**src/rtl/shot_link_ctl_pkg.sv**
```systemverilog
// Shared constants, state types and helpers for the board-to-board shot link.
package shot_link_ctl_pkg;

  localparam logic [7:0] HDR_SHOT_DEF    = 8'hA5;
  localparam logic [7:0] HDR_RES_DEF     = 8'h5A;
  localparam int         LOOKUP_LAT_DEF  = 2;
  localparam int         TIMEOUT_CYC_DEF = 100_000_000;

  localparam logic [1:0] MSG_NONE = 2'b00;
  localparam logic [1:0] MSG_MISS = 2'b01;
  localparam logic [1:0] MSG_HIT  = 2'b10;
  localparam logic [1:0] MSG_ERR  = 2'b11;

  typedef enum bit [2:0] {
    IDLE,
    TX_HDR,
    TX_PAY,
    WAIT_RES,
    LOOKUP,
    RPL_HDR,
    RPL_PAY
  } LINK_STATE_T;

  typedef enum logic {
    R_HDR,
    R_PAY
  } rx_state_t;

  typedef enum logic {
    FT_SHOT,
    FT_RES
  } frame_t;

  function automatic logic [1:0] hit_code(input logic hit);
    return hit ? MSG_HIT : MSG_MISS;
  endfunction

endpackage

```
**src/rtl/shot_link_ctl_if.sv**
```systemverilog
// UART byte pair and own-board lookup port seen by the link controller.
interface shot_link_ctl_if;
  logic [7:0] rx_data;
  logic       rx_valid;
  logic       tx_busy;
  logic [7:0] tx_data;
  logic       tx_start;
  logic [7:0] board_addr;
  logic       board_query;
  logic       board_hit;

  modport master (
    input  rx_data, rx_valid, tx_busy, board_hit,
    output tx_data, tx_start, board_addr, board_query
  );

  modport slave (
    output rx_data, rx_valid, tx_busy, board_hit,
    input  tx_data, tx_start, board_addr, board_query
  );
endinterface

```
**src/rtl/shot_link_ctl_rx_parser.sv**
```systemverilog
// Two-byte frame parser: header selects SHOT or RESULT, payload raises a one-cycle event.
module link_rx_parser
  import shot_link_ctl_pkg::*;
#(
  parameter logic [7:0] HDR_SHOT = HDR_SHOT_DEF,
  parameter logic [7:0] HDR_RES  = HDR_RES_DEF
) (
  input  logic       clk,
  input  logic       rst,
  input  logic [7:0] rx_data,
  input  logic       rx_valid,
  output logic       shot_evt,
  output logic       res_evt,
  output logic [7:0] evt_data
);

  rx_state_t  state, state_n;
  frame_t     ftype, ftype_n;
  logic       shot_evt_n, res_evt_n;
  logic [7:0] evt_data_n;

  always_ff @(posedge clk) begin
    if (rst) begin
      state    <= R_HDR;
      ftype    <= FT_SHOT;
      shot_evt <= 1'b0;
      res_evt  <= 1'b0;
      evt_data <= 8'h00;
    end else begin
      state    <= state_n;
      ftype    <= ftype_n;
      shot_evt <= shot_evt_n;
      res_evt  <= res_evt_n;
      evt_data <= evt_data_n;
    end
  end

  always_comb begin
    state_n    = state;
    ftype_n    = ftype;
    shot_evt_n = 1'b0;
    res_evt_n  = 1'b0;
    evt_data_n = evt_data;
    case (state)
      R_HDR: begin
        // Bytes that are not a known header are dropped so the parser resyncs.
        if (rx_valid && rx_data == HDR_SHOT) begin
          ftype_n = FT_SHOT;
          state_n = R_PAY;
        end else if (rx_valid && rx_data == HDR_RES) begin
          ftype_n = FT_RES;
          state_n = R_PAY;
        end
      end
      R_PAY: begin
        if (rx_valid) begin
          state_n    = R_HDR;
          evt_data_n = rx_data;
          if (ftype == FT_SHOT) shot_evt_n = 1'b1;
          else                  res_evt_n  = 1'b1;
        end
      end
      default: state_n = R_HDR;
    endcase
  end

endmodule

```
**src/rtl/shot_link_ctl.sv**
```systemverilog
// Link-layer controller: frames our shots, awaits results, answers opponent shots from our board.
module shot_link_ctl
  import shot_link_ctl_pkg::*;
#(
  parameter logic [7:0] HDR_SHOT    = HDR_SHOT_DEF,
  parameter logic [7:0] HDR_RES     = HDR_RES_DEF,
  parameter int         LOOKUP_LAT  = LOOKUP_LAT_DEF,
  parameter int         TIMEOUT_CYC = TIMEOUT_CYC_DEF
) (
  input  logic               clk,
  input  logic               rst,
  input  logic               shot_req,
  input  logic [7:0]         shot_addr,
  input  logic               msg_clr,
  shot_link_ctl_if.master    link,
  output logic [7:0]         opp_addr,
  output logic [1:0]         msg_in,
  output logic [1:0]         msg_send,
  output logic               busy
);

  localparam int TW = (TIMEOUT_CYC > 1) ? $clog2(TIMEOUT_CYC) : 1;
  localparam int LW = $clog2(LOOKUP_LAT + 1) + 1;

  LINK_STATE_T state, state_n;

  logic          shot_evt, res_evt;
  logic [7:0]    evt_data;
  logic [TW-1:0] tmo_cnt;
  logic [LW-1:0] lk_cnt;
  logic          pend, tx_wait_rise, hit_q;
  logic [7:0]    shot_lat;
  logic [7:0]    tx_data_q, board_addr_q;
  logic          tx_start_q, board_query_q;

  logic          can_send, send, accept, enter_lookup;
  logic          res_done, tmo_done, latch_hit, rpl_done;
  logic [7:0]    send_byte;

  link_rx_parser #(.HDR_SHOT(HDR_SHOT), .HDR_RES(HDR_RES)) u_rx (
    .clk      (clk),
    .rst      (rst),
    .rx_data  (link.rx_data),
    .rx_valid (link.rx_valid),
    .shot_evt (shot_evt),
    .res_evt  (res_evt),
    .evt_data (evt_data)
  );

  // A new byte may start only after the previous one was seen busy and then idle.
  assign can_send = !link.tx_busy && !tx_wait_rise;

  always_ff @(posedge clk) begin
    if (rst) state <= IDLE;
    else     state <= state_n;
  end

  always_comb begin
    state_n      = state;
    send         = 1'b0;
    send_byte    = 8'h00;
    accept       = 1'b0;
    enter_lookup = 1'b0;
    res_done     = 1'b0;
    tmo_done     = 1'b0;
    latch_hit    = 1'b0;
    rpl_done     = 1'b0;
    case (state)
      IDLE: begin
        if (pend) begin
          state_n      = LOOKUP;
          enter_lookup = 1'b1;
        end else if (shot_req) begin
          state_n = TX_HDR;
          accept  = 1'b1;
        end
      end
      TX_HDR: if (can_send) begin
        send      = 1'b1;
        send_byte = HDR_SHOT;
        state_n   = TX_PAY;
      end
      TX_PAY: if (can_send) begin
        send      = 1'b1;
        send_byte = shot_lat;
        state_n   = WAIT_RES;
      end
      WAIT_RES: begin
        if (res_evt) begin
          res_done = 1'b1;
          state_n  = IDLE;
        end else if (tmo_cnt == TW'(TIMEOUT_CYC - 1)) begin
          tmo_done = 1'b1;
          state_n  = IDLE;
        end
      end
      LOOKUP: if (lk_cnt == LW'(LOOKUP_LAT)) begin
        latch_hit = 1'b1;
        state_n   = RPL_HDR;
      end
      RPL_HDR: if (can_send) begin
        send      = 1'b1;
        send_byte = HDR_RES;
        state_n   = RPL_PAY;
      end
      RPL_PAY: if (can_send) begin
        send      = 1'b1;
        send_byte = {6'b0, hit_code(hit_q)};
        rpl_done  = 1'b1;
        state_n   = IDLE;
      end
      default: state_n = IDLE;
    endcase
  end

  always_ff @(posedge clk) begin
    if (rst) begin
      tx_data_q     <= 8'h00;
      tx_start_q    <= 1'b0;
      tx_wait_rise  <= 1'b0;
      board_addr_q  <= 8'h00;
      board_query_q <= 1'b0;
      pend          <= 1'b0;
      opp_addr      <= 8'h00;
      shot_lat      <= 8'h00;
      tmo_cnt       <= '0;
      lk_cnt        <= '0;
      hit_q         <= 1'b0;
      msg_in        <= MSG_NONE;
      msg_send      <= MSG_NONE;
    end else begin
      tx_start_q <= send;
      if (send) tx_data_q <= send_byte;
      if (send)              tx_wait_rise <= 1'b1;
      else if (link.tx_busy) tx_wait_rise <= 1'b0;

      board_query_q <= enter_lookup;
      if (enter_lookup) board_addr_q <= opp_addr;

      // A fresh opponent shot wins over the clear on LOOKUP entry.
      if (shot_evt)          pend <= 1'b1;
      else if (enter_lookup) pend <= 1'b0;
      if (shot_evt) opp_addr <= evt_data;

      if (accept) shot_lat <= shot_addr;
      tmo_cnt <= (state == WAIT_RES) ? tmo_cnt + 1'b1 : '0;
      lk_cnt  <= (state == LOOKUP)   ? lk_cnt + 1'b1  : '0;
      if (latch_hit) hit_q <= link.board_hit;

      if (res_done)               msg_in <= evt_data[1:0];
      else if (tmo_done)          msg_in <= MSG_ERR;
      else if (accept || msg_clr) msg_in <= MSG_NONE;

      if (rpl_done)     msg_send <= hit_code(hit_q);
      else if (msg_clr) msg_send <= MSG_NONE;
    end
  end

  assign link.tx_data     = tx_data_q;
  assign link.tx_start    = tx_start_q;
  assign link.board_addr  = board_addr_q;
  assign link.board_query = board_query_q;
  assign busy             = (state != IDLE);

endmodule

```
**src/flat_wrapper.sv**
```systemverilog
// flat-port wrapper written by rule: the top's interface ports become plain ports
module shot_link_ctl_flat import shot_link_ctl_pkg::*;
#(
  parameter logic [7:0] HDR_SHOT    = HDR_SHOT_DEF,
  parameter logic [7:0] HDR_RES     = HDR_RES_DEF,
  parameter int         LOOKUP_LAT  = LOOKUP_LAT_DEF,
  parameter int         TIMEOUT_CYC = TIMEOUT_CYC_DEF
)
  (clk, rst, shot_req, shot_addr, msg_clr, opp_addr, msg_in, msg_send, busy, link_rx_data, link_rx_valid, link_tx_busy, link_board_hit, link_tx_data, link_tx_start, link_board_addr, link_board_query);
  shot_link_ctl_if link_i ();
  input  logic clk;
  input  logic rst;
  input  logic shot_req;
  input  logic [7:0] shot_addr;
  input  logic msg_clr;
  output logic [7:0] opp_addr;
  output logic [1:0] msg_in;
  output logic [1:0] msg_send;
  output logic busy;
  input wire logic [$bits(link_i.rx_data)-1:0] link_rx_data;
  input wire logic [$bits(link_i.rx_valid)-1:0] link_rx_valid;
  input wire logic [$bits(link_i.tx_busy)-1:0] link_tx_busy;
  input wire logic [$bits(link_i.board_hit)-1:0] link_board_hit;
  output wire logic [$bits(link_i.tx_data)-1:0] link_tx_data;
  output wire logic [$bits(link_i.tx_start)-1:0] link_tx_start;
  output wire logic [$bits(link_i.board_addr)-1:0] link_board_addr;
  output wire logic [$bits(link_i.board_query)-1:0] link_board_query;
  assign link_i.rx_data = link_rx_data;
  assign link_i.rx_valid = link_rx_valid;
  assign link_i.tx_busy = link_tx_busy;
  assign link_i.board_hit = link_board_hit;
  assign link_tx_data = link_i.tx_data;
  assign link_tx_start = link_i.tx_start;
  assign link_board_addr = link_i.board_addr;
  assign link_board_query = link_i.board_query;
  shot_link_ctl #(.HDR_SHOT(HDR_SHOT), .HDR_RES(HDR_RES), .LOOKUP_LAT(LOOKUP_LAT), .TIMEOUT_CYC(TIMEOUT_CYC)) u_core (.clk(clk), .rst(rst), .shot_req(shot_req), .shot_addr(shot_addr), .msg_clr(msg_clr), .link(link_i), .opp_addr(opp_addr), .msg_in(msg_in), .msg_send(msg_send), .busy(busy));
endmodule
```
**config.mk**
```make
export PLATFORM = sky130hd
export DESIGN_NAME = shot_link_ctl_flat
export DESIGN_NICKNAME = d
export VERILOG_FILES = /design/src/rtl/shot_link_ctl_pkg.sv /design/src/rtl/shot_link_ctl_if.sv /design/src/rtl/shot_link_ctl_rx_parser.sv /design/src/rtl/shot_link_ctl.sv /design/src/flat_wrapper.sv
export SDC_FILE = /design/constraint.sdc
export NUM_CORES = 1
export LEC_CHECK = 0
export CAP_MARGIN = 0
export CORE_ASPECT_RATIO = 1.5
export CORE_MARGIN = 3
export CORE_UTILIZATION = 45
export DETAILED_ROUTE_END_ITERATION = 8
export PLACE_DENSITY = 0.74
export SLEW_MARGIN = 10
export SYNTH_ARGS = -nofsm -noshare
export SYNTH_HDL_FRONTEND = slang
export SYNTH_SLANG_ARGS = --single-unit
export TNS_END_PERCENT = 10
```
**constraint.sdc**
```tcl
create_clock -name clk -period 1.85 [get_ports clk]
set_input_delay 0.37 -clock clk [delete_from_list [all_inputs] [get_ports clk]]
set_output_delay 0.37 -clock clk [all_outputs]
set_load 0.005 [all_outputs]
```
==> run_results.csv <==
group,metric,value,unit
status,status,"finished, final reports clean",
setup_path,crit_family,"simple AND/OR/NAND/NOR gates",
logic_synthesis,synthTopCellsByArea,"dfxtp_1 (47%), nand2_1 (6.9%), a21oi_1 (6.1%)",
timing,min_period,1.75,ns
power_and_ir_drop,power_density,857,nW/µm²
setup_path,crit_required,2.08,ns
place,numPortBuffers,53,
timing,slew_headroom,68.5,%
setup_path,crit_fanout,6,
setup_path,cpPeakStageDelay,0.56,ns
global_routing,grt_pass1_wl,14200,µm
setup_path,r2r_slack,0.10,ns
logic_synthesis,synth-main-ff-cell,"dfxtp_1",
setup_path,path_buf_inv,0,
detailed_routing,drtPass1Iterations,4,
timing,fin_worst_skew,0.00924,ns
clocking,root_buffer,"clkbuf_16",
clocking,cts_buffer_depth,2,
logic_synthesis,syn-cell-area,3690,µm²
final_layout,area_growth,27.9,%
timing,setup_viol,0,
global_routing,grt_use_total,19.2,%
logic_synthesis,yosysSeqAreaShare,46.6,%
floorplanning,die_y,117,µm
setup_path,cp-end-kind,"flop",
detailed_routing,avgViaCountPerCell,5.45,
global_routing,grt_overflow,0,
final_layout,drive_above_1_share,10.8,%
timing,worst_pin_slew,0.472,ns
min_path,hold_class,"input pin to flop",
place,gp_congestion,0.828,
setup_path,cp_slowest_cell,"or4_4",
floorplanning,ios,54,
setup_path,arrival,1.98,ns
global_routing,grt_pass1_vias,3182,
floorplanning,die_w,80.0,µm
logic_synthesis,synth_edf_count,0,
detailed_routing,route.vias.total,3318,
setup_path,cp_cell_sequence,"nand3_2 > or4_4 > or3_1 > mux2i_1",
final_layout,nNetsFinal,528,
timing,rsz0062_at_grt,"false",
logic_synthesis,ys_types,53,
detailed_routing,wirelength,8500,µm
timing,hold_viol_final,0,
logic_synthesis,synthMostInstantiatedCell,"dfxtp_1",
setup_path,startpoint_type,"flop",
place,hpwlAfterDp,6370,µm
final_layout,fill_cells,646,
clocking,cts_tree,"yes",
setup_path,crit_type,"flop to flop",
floorplanning,start_util,47.3,%
job,cap_violations,0,
clocking,cts_buffers,9,
timing,layout_setup_ws,0.102,ns
logic_synthesis,netlist_instances,438,
detailed_routing,drtIter0Drc,139,
global_routing,antenna_found_initial,0,
timing,drv_slew,0,
detailed_routing,wl_per_cell,13.9,µm
detailed_routing,drtAntennaViolNets,0,
final_layout,antenna_cells,0,
timing,fmax,0.572,GHz
logic_synthesis,synthArstFlopShare,0,%
logic_synthesis,synth_fp_nets,464,
floorplanning,core,7810,µm²
timing,setup_tns,0,ns
place,pre_cts_slack,-0.123,ns
timing,fin_crit_sh,94.5,%
logic_synthesis,ys_ff_latch,86,
detailed_routing,drcViolationCount,0,
place,dpl-instance-area,4420,µm²
clocking,clock_latency,0.34,ns
logic_synthesis,yosysWarningCount,0,
logic_synthesis,avgSynthCellArea,8.44,µm²
logic_synthesis,synthTopCellsByCount,"dfxtp_1 (86), nand2_1 (68), a21oi_1 (45)",
clocking,clk_pin_slew,0.07,ns
final_layout,fin_area,4730,µm²
power_and_ir_drop,leakagePower,1.56,nW
power_and_ir_drop,peakVddDrop,0.523,mV
clocking,clock-sinks,86,
logic_synthesis,yosys.area.top_type,"dfxtp_1",
logic_synthesis,synth_top_area_share,46.6,%
clocking,ctsHtreeMaxLevel,3,
clocking,postCtsSetupBuffers,0,
floorplanning,num_rows,39,
global_routing,grt_max_degree,26,
floorplanning,dieArea,9360,µm²
-- stage by stage --
stage               total power (W)  hold slack (ns)  std cells  utilization [%]
floorplan                   0.00218            0.417        438                -
global placement            0.00237            0.430        593             56.7
detailed placement          0.00238            0.452        593             56.7
CTS                         0.00410            0.330        609             60.4
global route                0.00421            0.350        609             60.5
finish                      0.00405            0.336        609             60.5
-- what timing repair did --
item,CTS,global route
hold buffers,0,0
resized for setup,4,3
pin swaps,1,0
endpoints found under the hold margin,0,0
endpoints found under the setup margin,1,6
-- cell type report --
type / instances / area [µm²] / area share [%]
Multi-Input combinational cell: 322 / 1870 / 39.7
Sequential cell: 86 / 1720 / 36.5
Timing Repair Buffer: 74 / 686 / 14.5
Clock buffer: 9 / 225 / 4.77
Tap cell: 102 / 128 / 2.70
Clock inverter: 7 / 55.1 / 1.16
Inverter: 9 / 33.8 / 0.715
-- cells in the final DEF, fill, tap and decap left out, types with 3 or more instances in the layout --
cell and count:
nand2b_1 6, nor2_1 43, inv_6 4, nor3_1 10
dfxtp_1 84, and2_1 7, mux2i_1 12, ha_1 3
and3_1 4, nand2_1 68, nand3_1 17, o21ai_0 11
inv_1 8, xnor2_1 8, clkdlybuf4s50_1 51, a21oi_1 45
nand4_1 9, or4_1 8, o31ai_1 5, buf_4 21
or2_2 3, a211oi_1 8, nor2b_1 5, or3_1 9
xor2_1 3, clkbuf_16 9
-- where the power goes --
group          switching [W]  internal (W)  leakage, nW
clock network       0.000781      0.000926        0.133
registers          0.0000340       0.00190        0.696
logic               0.000199      0.000206        0.732
total                0.00101       0.00304         1.56
-- state kept, by name, indices dropped and copies added (netlist names), 3 cells and up --
register and cells:
u_core.shot_lat 8, u_core.tmo_cnt 27, u_core.lk_cnt 3, u_core.opp_addr 8, u_core.state 3, u_core.u_rx.evt_data 8, u_core.link.board_addr 8, u_core.link.tx_data 8
-- routing by layer --
layer / vias up / GRT usage (%) / share of wire, %
li1: 1693 / - / -
met1: 1544 / 20.3 / 42
met2: 70 / 35.5 / 53
met3: 11 / 5.28 / 4.1
met4: 0 / 7.78 / 1.6
met5: - / 0 / 0
-- worst paths after layout --
check | from | depth (start not counted) | end
max reg2reg | u_core.tmo_cnt[2] | 4 | u_core.tmo_cnt[23]
min | rst | 2 | u_core.hit_q
max | u_core.tmo_cnt[2] | 4 | u_core.tmo_cnt[23]
min reg2reg | u_core.tmo_cnt[0] | 1 | u_core.tmo_cnt[0]
-- cells by family after synthesis --
logic type	count (synthesis)	share of synthesized area [%]
AO/OA/AOI/OAI	81	13.0
XOR/XNOR	11	2.61
adder cells (fa/ha/maj)	3	1.02
buffers and inverters	30	3.11
flip-flops	86	46.6
multiplexers	13	3.56
AND/OR/NAND/NOR	214	30.1
No activity file was read; power rests on OpenSTA's default activity.
